### src/rtl/noc_pkg.sv
// Shared NoC definitions for the router output stage.
//  - one-hot direction codes and their bit indices (index 4..0 = L,R,U,D,PE)
//  - default flit width, input count, grant counter width
//  - output-register state encoding
//  - small one-hot helper functions used by the arbiter and the port
package noc_pkg;

    localparam int DEF_DATA_WIDTH = 64;
    localparam int NUM_IN         = 5;
    localparam int GCNT_W         = 16;

    localparam logic [4:0] DIR_L  = 5'b10000;
    localparam logic [4:0] DIR_R  = 5'b01000;
    localparam logic [4:0] DIR_U  = 5'b00100;
    localparam logic [4:0] DIR_D  = 5'b00010;
    localparam logic [4:0] DIR_PE = 5'b00001;

    localparam logic [2:0] IDX_L  = 3'd4;
    localparam logic [2:0] IDX_R  = 3'd3;
    localparam logic [2:0] IDX_U  = 3'd2;
    localparam logic [2:0] IDX_D  = 3'd1;
    localparam logic [2:0] IDX_PE = 3'd0;

    typedef enum logic {
        ST_EMPTY = 1'b0,
        ST_FULL  = 1'b1
    } out_state_e;

    // Index (0..4) to one-hot; out-of-range indices give all zeros.
    function automatic logic [4:0] idx_to_onehot5(input logic [2:0] idx);
        logic [4:0] oh;
        oh = 5'b00000;
        case (idx)
            3'd0:    oh = 5'b00001;
            3'd1:    oh = 5'b00010;
            3'd2:    oh = 5'b00100;
            3'd3:    oh = 5'b01000;
            3'd4:    oh = 5'b10000;
            default: oh = 5'b00000;
        endcase
        return oh;
    endfunction

    // True when exactly one bit of a 5-bit code is set.
    function automatic logic is_onehot5(input logic [4:0] v);
        int ones;
        ones = 0;
        for (int i = 0; i < 5; i++) begin
            ones = ones + int'(v[i]);
        end
        return (ones == 1);
    endfunction

endpackage

### src/rtl/output_arbiter_port_rr_arbiter5.sv
// rr_arbiter5: combinational 5-input round-robin arbiter.
//  Search starts at index ptr-1 and walks downward, wrapping from 0 to 4,
//  so the input that won last time has the lowest priority.
// Ports
//  req       in   5  request vector (already masked by the caller)
//  ptr       in   3  index of the last winner (0..4)
//  grant     out  5  one-hot grant, zero when no request
//  grant_idx out  3  index of the granted input (0 when no grant)
module rr_arbiter5
    import noc_pkg::*;
(
    input  logic [4:0] req,
    input  logic [2:0] ptr,
    output logic [4:0] grant,
    output logic [2:0] grant_idx
);

    logic [2:0] ptr_s;
    logic [2:0] idx_s;
    logic       found_s;

    // A corrupted pointer (5..7) is treated as PE so the scan stays in range.
    assign ptr_s = (ptr > 3'd4) ? IDX_PE : ptr;

    // Rotating priority scan: first requester found below the pointer wins.
    always_comb begin
        found_s   = 1'b0;
        grant_idx = 3'd0;
        idx_s     = 3'd0;
        for (int i = 1; i <= 5; i++) begin
            idx_s = (ptr_s >= 3'(i)) ? (ptr_s - 3'(i)) : (ptr_s + 3'(5 - i));
            if (!found_s && req[idx_s]) begin
                found_s   = 1'b1;
                grant_idx = idx_s;
            end else begin
                found_s   = found_s;
            end
        end
        grant = found_s ? idx_to_onehot5(grant_idx) : 5'b00000;
    end

endmodule

### src/rtl/output_arbiter_port.sv
// output_arbiter_port: output stage of one router port.
//  Arbitrates the five input interfaces round-robin, captures the winning flit
//  into a 1-deep output register and hands it downstream on so/ro. The granted
//  input receives a same-cycle buf_clear pulse so it can free its buffer.
// Optional feature: define OUT_GRANT_CNT_EN to add per-input saturating grant
//  counters on the grant_cnt port.
// Ports
//  clk        in   1             clock
//  rst        in   1             asynchronous active-low reset
//  req_in     in   5             per-input request, index 4..0 = L,R,U,D,PE
//  data_in    in   5*DATA_WIDTH  input k flit at [k*DATA_WIDTH +: DATA_WIDTH]
//  buf_clear  out  5             one-hot pulse to the granted input
//  so         out  1             output register holds a valid flit
//  ro         in   1             downstream ready
//  datao      out  DATA_WIDTH    output flit (qualified by so)
//  grant_cnt  out  5*16          per-input grant counters (OUT_GRANT_CNT_EN only)
module output_arbiter_port
    import noc_pkg::*;
#(
    parameter int         DATA_WIDTH = DEF_DATA_WIDTH,
    parameter logic [4:0] DIRECTION  = DIR_L,
    parameter logic [4:0] IN_MASK    = 5'b11111
) (
    input  logic                    clk,
    input  logic                    rst,
    input  logic [4:0]              req_in,
    input  logic [5*DATA_WIDTH-1:0] data_in,
    output logic [4:0]              buf_clear,
    output logic                    so,
    input  logic                    ro,
    output logic [DATA_WIDTH-1:0]   datao
`ifdef OUT_GRANT_CNT_EN
    ,
    output logic [NUM_IN*GCNT_W-1:0] grant_cnt
`endif
);

    // A malformed DIRECTION code disables every input instead of letting the
    // port forward traffic under an undefined identity.
    localparam logic [4:0] EFF_MASK = IN_MASK & {5{is_onehot5(DIRECTION)}};

    out_state_e            state_r;
    logic [2:0]            ptr_r;
    logic [DATA_WIDTH-1:0] datao_r;
    logic [4:0]            req_m_s;
    logic [4:0]            grant_s;
    logic [2:0]            grant_idx_s;
    logic                  cap_en_s;

    assign req_m_s  = req_in & EFF_MASK;
    assign so       = (state_r == ST_FULL);
    assign datao    = datao_r;
    // The output register can take a new flit when empty or draining this edge.
    assign cap_en_s = ~so | ro;
    // Gated by rst so no input frees its buffer while the port is held in reset.
    assign buf_clear = grant_s & {5{cap_en_s & rst}};

    rr_arbiter5 u_arb (
        .req       (req_m_s),
        .ptr       (ptr_r),
        .grant     (grant_s),
        .grant_idx (grant_idx_s)
    );

    // Output FSM: EMPTY/FULL state, round-robin pointer and the flit register.
    always_ff @(posedge clk or negedge rst) begin
        if (!rst) begin
            state_r <= ST_EMPTY;
            ptr_r   <= IDX_PE;
            datao_r <= '0;
        end else begin
            case (state_r)
                ST_EMPTY: begin
                    if (|grant_s) begin
                        datao_r <= data_in[grant_idx_s*DATA_WIDTH +: DATA_WIDTH];
                        ptr_r   <= grant_idx_s;
                        state_r <= ST_FULL;
                    end else begin
                        state_r <= ST_EMPTY;
                    end
                end
                ST_FULL: begin
                    if (ro) begin
                        // Drain and refill on the same edge keeps 1 flit/clock.
                        if (|grant_s) begin
                            datao_r <= data_in[grant_idx_s*DATA_WIDTH +: DATA_WIDTH];
                            ptr_r   <= grant_idx_s;
                            state_r <= ST_FULL;
                        end else begin
                            state_r <= ST_EMPTY;
                        end
                    end else begin
                        state_r <= ST_FULL;
                    end
                end
                default: begin
                    state_r <= ST_EMPTY;
                end
            endcase
        end
    end

`ifdef OUT_GRANT_CNT_EN
    logic [GCNT_W-1:0] cnt_r [NUM_IN];

    // Per-input grant counters, saturating at all ones.
    always_ff @(posedge clk or negedge rst) begin
        if (!rst) begin
            for (int k = 0; k < NUM_IN; k++) begin
                cnt_r[k] <= '0;
            end
        end else begin
            for (int k = 0; k < NUM_IN; k++) begin
                if (buf_clear[k] && (cnt_r[k] != {GCNT_W{1'b1}})) begin
                    cnt_r[k] <= cnt_r[k] + 16'd1;
                end
            end
        end
    end

    for (genvar g = 0; g < NUM_IN; g++) begin : g_cnt_out
        assign grant_cnt[g*GCNT_W +: GCNT_W] = cnt_r[g];
    end
`endif

endmodule

### config.mk
export PLATFORM = sky130hd
export DESIGN_NAME = output_arbiter_port
export DESIGN_NICKNAME = d
export VERILOG_FILES = /design/src/rtl/noc_pkg.sv /design/src/rtl/output_arbiter_port_rr_arbiter5.sv /design/src/rtl/output_arbiter_port.sv
export SDC_FILE = /design/constraint.sdc
export NUM_CORES = 1
export LEC_CHECK = 0
export CORE_MARGIN = 3
export CORE_UTILIZATION = 25
export CTS_BUF_LIST = sky130_fd_sc_hd__clkbuf_2
export DETAILED_ROUTE_END_ITERATION = 16
export SETUP_SLACK_MARGIN = 0.4
export SKIP_LAST_GASP = 1
export SLEW_MARGIN = 5
export SYNTH_ARGS = -nofsm -noshare
export SYNTH_HDL_FRONTEND = slang
export SYNTH_HIERARCHICAL = 1
export SYNTH_SLANG_ARGS = --single-unit
### constraint.sdc
create_clock -name clk -period 13.7 [get_ports clk]
set_input_delay 4.11 -clock clk [delete_from_list [all_inputs] [get_ports clk]]
set_output_delay 4.11 -clock clk [all_outputs]
set_load 0.05 [all_outputs]
==> results.py <==
metrics = {
    "synthesis": {
        "synthTopCellsByArea": "dfrtp_1 (25%), mux2i_1 (20%), o22a_1 (8.4%)",
        "synth-async-reset-ratio_pct": 100,
        "synth.cell_area_sq_um": 6690,
        "syn_area_per_cell_sq_um": 8.93,
        "yosys_register_bits": 68,
        "yosys_warnings": 6,
        "top_area_cell_type_share_of_the_netlist_area_pct": 25.4,
        "ys_seq_area_share_pct": 25.4,
        "synth.distinct_cells": 66,
        "syn_nets": 1085,
        "synth_flop_cell": "dfrtp_1",
        "syn-instance-count": 749,
        "number_of_enable_flip_flop_cells_after_synthesis": 0,
        "synth_top_area_cell": "dfrtp_1",
    },
    "sta": {
        "number_of_pins_exceeding_their_max_slew_limit_in_the_final_report": 0,
        "grt_setup_unrepaired": "no",
        "clock_skew_ns": 0.0309,
        "setup-tns-final_ns": 0,
        "pin_slew_with_the_least_headroom_to_its_limit_ns": 0.950,
        "timing.final.crit_share_pct": 88.3,
        "whs_ns": 0.512,
        "timing.slew.headroom_pct": 36.7,
        "finalHoldViolations": 0,
        "setup_viol": 0,
        "fmaxAchievable_ghz": 0.0827,
        "timing.final.crit_period_ns": 12.10,
    },
    "layout": {
        "count_of_fill_cells_added_during_filler_insertion": 2647,
        "final_util_pct": 41.4,
        "drive_above_1_share_pct": 4.55,
        "layout.nets": 1429,
        "area_growth_pct": 62.1,
    },
    "global_route": {
        "grt_pass1_wl_um": 40700,
        "first_global_vias": 6804,
        "globalRoute.totalOverflow": 0,
        "track_usage_pct": 18.3,
        "antenna_found_initial": 1,
        "grt_start_max_net_pins": 80,
    },
    "placed_design": {
        "placement.io_buffers": 397,
        "gp_congestion": 0.893,
        "detailed_place_hpwl_um": 22500,
    },
    "clock_tree": {
        "cts_made_buffers": 9,
        "cts.htree.levels": 3,
        "clk_latency_ns": 0.54,
        "clock-sinks": 68,
        "post_cts_setup_repair_buffer_count": 0,
        "post_cts_resize_count": 0,
        "ctsRootBufferMaster": "clkbuf_2",
        "tritoncts": "done",
        "cts_max_path_buffers": 2,
        "cts_hold_buffers": 0,
        "cts.reportedPaths.clkPinSlew_ns": 0.20,
    },
    "setup_path": {
        "critPathMostFrequentCell": "clkdlybuf4s50_1",
        "worstRegToRegCells": 15,
        "worstPathArrival_ns": 7.99,
        "critical_path.n_buffers_inverters": 3,
        "worst_setup_path_start_kind": "input pin",
        "cp_top_family": "buffers and inverters",
        "cp.depth": 11,
        "critical_path.cell_chain": "clkdlybuf4s50_1, nor3b_1, nor4_1, o211ai_1, a211o_1, a221o_1, o21ai_4, buf_4, nor3_1, and3_1, clkdlybuf4s50_1",
        "critical-path-slowest-cell": "clkdlybuf4s50_1",
        "cpPeakStageDelay_ns": 0.72,
        "critical_path.max_fanout": 35,
        "critical_setup_path_kind": "in2out",
        "crit_required_ns": 9.59,
        "end_kind": "output pin",
    },
    "floorplanning": {
        "fp.dieH_um": 170,
        "initial_utilization_pct": 25.5,
        "die_area_sq_um": 28800,
        "core.rowCount": 59,
        "die_x_um": 170,
        "core_region_area_sq_um": 26200,
        "pin_count": 398,
    },
    "detailed_routing": {
        "drt_pass1_iterations": 5,
        "vias": 7049,
        "route.final.wire_length_um": 28200,
        "drtAntennaViolNets": 0,
        "post_drt_via_cell_ratio": 4.91,
        "number_of_violations_reported_at_the_end_of_detailed_routing_iteration_0": 393,
        "wl_per_cell_um": 19.7,
        "detail_route.drc_violations": 0,
    },
    "flow_run": {
        "drv.max_cap_violation_count": 0,
    },
    "status": {
        "status": "completed",
    },
    "hold_path": {
        "min_path_cells": 2,
        "hp-class": "reg2reg",
    },
}
## per-stage QoR
step / instance area (sq um) / setup slack [ns] / cells
global placement: 10700 / 1.66 / 1417
detailed placement: 10700 / 1.67 / 1417
global route: 10800 / 1.38 / 1435
finish: 10800 / 1.60 / 1435
CTS: 10800 / 1.66 / 1433
floorplan: 6690 / 3.45 / 749
## area by class of cell
type | count | area, sq um | share of cell area [%]
antenna | 2 | 5.00 | 0.0461
clock buffer | 10 | 50.0 | 0.461
clock inverter | 6 | 63.8 | 0.588
inverter | 10 | 37.5 | 0.346
multi-input combinational | 597 | 4530 | 41.7
sequential | 68 | 1700 | 15.7
tap | 335 | 419 | 3.86
timing repair buffer | 407 | 4050 | 37.3
## state kept, by name, summed over array words and instances (netlist names)
name / cells
datao: 64
ptr_r: 3
so: 1
## worst paths after layout
check / slack, ns / start / to
max: 1.60 / req_in[2] / buf_clear[0]
min: 0.51 / datao[58] / datao[58]
max reg2reg: 7.27 / ptr_r[2] / ptr_r[0]
min reg2reg: 0.51 / datao[58] / datao[58]
max in group asynchronous: 9.24 / rst / datao[40]
min in group asynchronous: 3.40 / rst / datao[9]
## cells in the final DEF, fill, tap and decap left out, types with 8 or more instances in the layout
master,synthesis,layout
buf_4,1,11
clkbuf_2,2,10
clkdlybuf4s50_1,0,396
dfrtp_1,68,68
ha_1,8,8
inv_1,9,9
mux2i_1,132,132
nand2_1,70,70
nand3b_1,66,66
nor2_1,8,8
o21a_1,64,64
o21ai_0,11,11
o21ai_1,58,58
o22a_1,64,64
## per-layer routing
metal  wire length (um)  GRT usage [%]  vias up
met5                  0              0        -
met4                462           4.80        0
met3               2310           4.85       22
met2              13800           31.4      281
met1              11600           22.7     3256
li1                   -              -     3490
## worst reg2reg max path: stages (launching register included)
cell     delay, ns
dfrtp_1       0.72
or3b_1        0.61
ha_1          0.41
or3b_2        0.52
a21oi_1       0.15
o22ai_1       0.08
a31oi_1       0.56
a22oi_1       0.18
a221o_1       0.42
o21ai_4       0.09
buf_4         0.40
nor2b_1       0.12
nor3_1        0.34
a21bo_4       0.61
buf_4         0.71
mux2_2        0.42
## synthesized netlist by cell type, types with 5 or more instances
cell type,instances
and3_1,6
nand2_1,70
buf_6,5
nand2b_1,8
o21a_1,64
inv_1,9
o21ai_1,58
nor2b_1,5
buf_2,26
dfrtp_1,68
o211ai_1,5
o21ai_0,11
nor2_1,8
ha_1,8
clkbuf_1,31
o22a_1,64
mux2_2,6
a21oi_1,7
mux2i_1,132
nor3_1,7
buf_12,6
nand3b_1,66
a211oi_1,5
## cell families (layout without fill, tap and decap cells)
family / Yosys count / count (layout) / share of synthesized area [%]
DFF: 68 / 68 / 25.4
AOI/OAI and AO/OA: 253 / 253 / 27.4
adders and majority gates: 8 / 8 / 1.50
buffers and inverters: 84 / 433 / 7.31
and+or+nand+nor: 195 / 195 / 17.1
other: 0 / 2 / 0
xor gates and xnor gates: 2 / 2 / 0.262
muxes: 139 / 139 / 21.0
Power is left out: the tool's default activity adds up to more than one toggle a clock period on the data nets, which glitch-free logic cannot reach.
==> patch, RTL diff (same settings) <==
Add a define of `OUT_GRANT_CNT_EN`.
--- a/src/rtl/output_arbiter_port.sv
+++ b/src/rtl/output_arbiter_port.sv
@@ -16,2 +16,4 @@
 //  grant_cnt  out  5*16          per-input grant counters (OUT_GRANT_CNT_EN only)
+`define OUT_GRANT_CNT_EN
+
 module output_arbiter_port
Check against the original RTL (old outputs only; new: grant_cnt): equivalent (equiv_simple and equiv_induct, registers matched by name and starting in step).
==> patch against the unedited design <==
  * First-iteration DRC count increased by 20%
  * Critical path depth increased by 1
  * Register-to-register slack improved by 0.41 ns
  * Wire length increased by 48%
  * Sequential cell count increased by 80
  * Area after synthesis increased by 43%
  * Cell area increased by 39%
  * Worst hold slack got worse by 0.0013 ns
  * Setup slack got worse by 0.23 ns
  * Critical path type unchanged
Power is not shown: default switching activity piles up to over one toggle a cycle in this logic, so the estimate is an artifact.
==> patch: results (changes against the unedited design) <==
Parameter                              Value

Run status
  Run status ... finished, final reports clean

Layout
  Layout cell share with drive strength beyond 1 ... 0.105 (+0.0595)
  Layout filler cell count ... 3,705 (+40%)
  Number of non-filler instances in the completed layout ... 1,878 (+31%)
  Number of nets in the layout ... 1,689 (+18%)
  Max FFs per register ... 80 (+25%)

Timing
  Worst hold margin ... 0.511 ns (-0.00131 ns)
  Setup Skew ... 0.0502 ns (+0.0193 ns)
  Slew HR ... 0.256 (-0.111)

Placement
  Count of port buffers added during placement ... 477 (+20%)
  Final RePlAce weighted congestion ... 0.925 (+3.6%)
  Total placed cells including tap cells ... 1,833 (+29%)

Route
  Post-DR wirelength/cell ... 22.2 um (+13%)
  Vias per cell ... 4.94 (+0.61%)
  1st-iter DRT viols ... 472 (+20%)

Synth
  Cell types with the largest area share after synthesis ... sky130_fd_sc_hd__dfrtp_1 39%, sky130_fd_sc_hd__mux4_2 15%, sky130_fd_sc_hd__a22oi_1 5.1%
  Area share of xor/xnor cells in the synthesized design ... 0.0670 (+0.0644)
  Combinational family with the most area after synthesis ... simple AND/OR/NAND/NOR gates
  Fraction of the mapped netlist area in compound gates ... 0.134 (-0.140)
  Post-synth top cells ... 148 x sky130_fd_sc_hd__dfrtp_1, 101 x sky130_fd_sc_hd__nand2_1, 65 x sky130_fd_sc_hd__a22oi_1
  Total nets after synthesis ... 1,239 (+14%)

Clocking
  CTS buffer count ... 17 (+8)

GRT
  Via count of the first global-routing pass ... 9,520 (+40%)
  Antenna violations before repair ... 22 (+21)
  Global-route wire length before repair ... 62.3 mm (+53%)

Setup path
  Data arrival time of the critical path ... 8.22 ns (+0.23 ns)
  Largest fanout on the critical path ... 16 (-54%)

Min path
  Hold path start ... datao[0]
  Capture endpoint of the worst hold path ... datao[0]
==> patch: cell count changes after synthesis, sizes merged, moves of 31 or more <==
| cell | before | now |
|---|---|---|
| dfrtp | 68 | 148 |
| xor2 | 0 | 52 |
| mux4 | 0 | 64 |
| o21a | 64 | 1 |
| nand2 | 70 | 101 |
| mux2i | 132 | 4 |
| o22a | 64 | 0 |
| nand3b | 66 | 2 |
| a22oi | 1 | 65 |
==> patch: kinds of logic (layout without fill, tap and decap cells) <==
group           Yosys count  after routing
compound gates          192            192
xor+xnor                 73             73
other cells               0             13
flops                   148            148
simple gates            317            317
buf+inv                  73            536
fa+ha+maj                13             13
mux                      82             82
==> patch: worst max-delay path by stage <==
stage	startpoint	end	slack (ns)	cells past startpoint
2_1_floorplan	req_in[4]	buf_clear[0]	3.23	10
3_3_place_gp	req_in[2]	buf_clear[1]	1.48	12
3_5_place_dp	req_in[2]	buf_clear[1]	1.38	12
4_1_cts	req_in[2]	buf_clear[1]	1.39	12
5_1_grt	req_in[2]	buf_clear[1]	0.98	12
6_report	req_in[2]	buf_clear[1]	1.37	12
==> patch: layer usage <==
layer / global-route usage / share of wire
met4: 0.0561 / 0.016
met1: 0.247 / 0.41
met5: 0 / 0.0033
met2: 0.353 / 0.51
met3: 0.0526 / 0.062
==> patch: critical path: stages <==
cell	delay [ns]
sky130_fd_sc_hd__clkdlybuf4s50_1	0.58
sky130_fd_sc_hd__o211ai_1	0.26
sky130_fd_sc_hd__a21oi_1	0.09
sky130_fd_sc_hd__o22ai_1	0.16
sky130_fd_sc_hd__a31oi_1	0.25
sky130_fd_sc_hd__nor3_1	0.60
sky130_fd_sc_hd__nand4b_4	0.23
sky130_fd_sc_hd__o21ai_4	0.20
sky130_fd_sc_hd__nor2b_1	0.20
sky130_fd_sc_hd__nand3_1	0.52
sky130_fd_sc_hd__inv_1	0.18
sky130_fd_sc_hd__clkdlybuf4s50_1	0.83
==> patch: final cells by class <==
cell class,count,area [um^2],share of cell area
diodes,13,32.5,0.00216
clock buffers,18,90.1,0.00599
clock inverters,14,124,0.00824
inverters,18,67.6,0.00449
multi-input cells,677,5540,0.369
flip-flops and latches,148,3700,0.246
well taps,504,631,0.0419
repair buffers,486,4840,0.322
==> patch: metrics by stage <==
| step | setup WS [ns] | util | instance area (um^2) |
|---|---|---|---|
| floorplan | 3.23 | - | 9540 |
| detailed placement | 1.38 | 0.398 | 14800 |
| global placement | 1.48 | 0.398 | 14800 |
| global route | 0.982 | 0.405 | 15000 |
| finish | 1.37 | 0.405 | 15000 |
| CTS | 1.39 | 0.404 | 15000 |
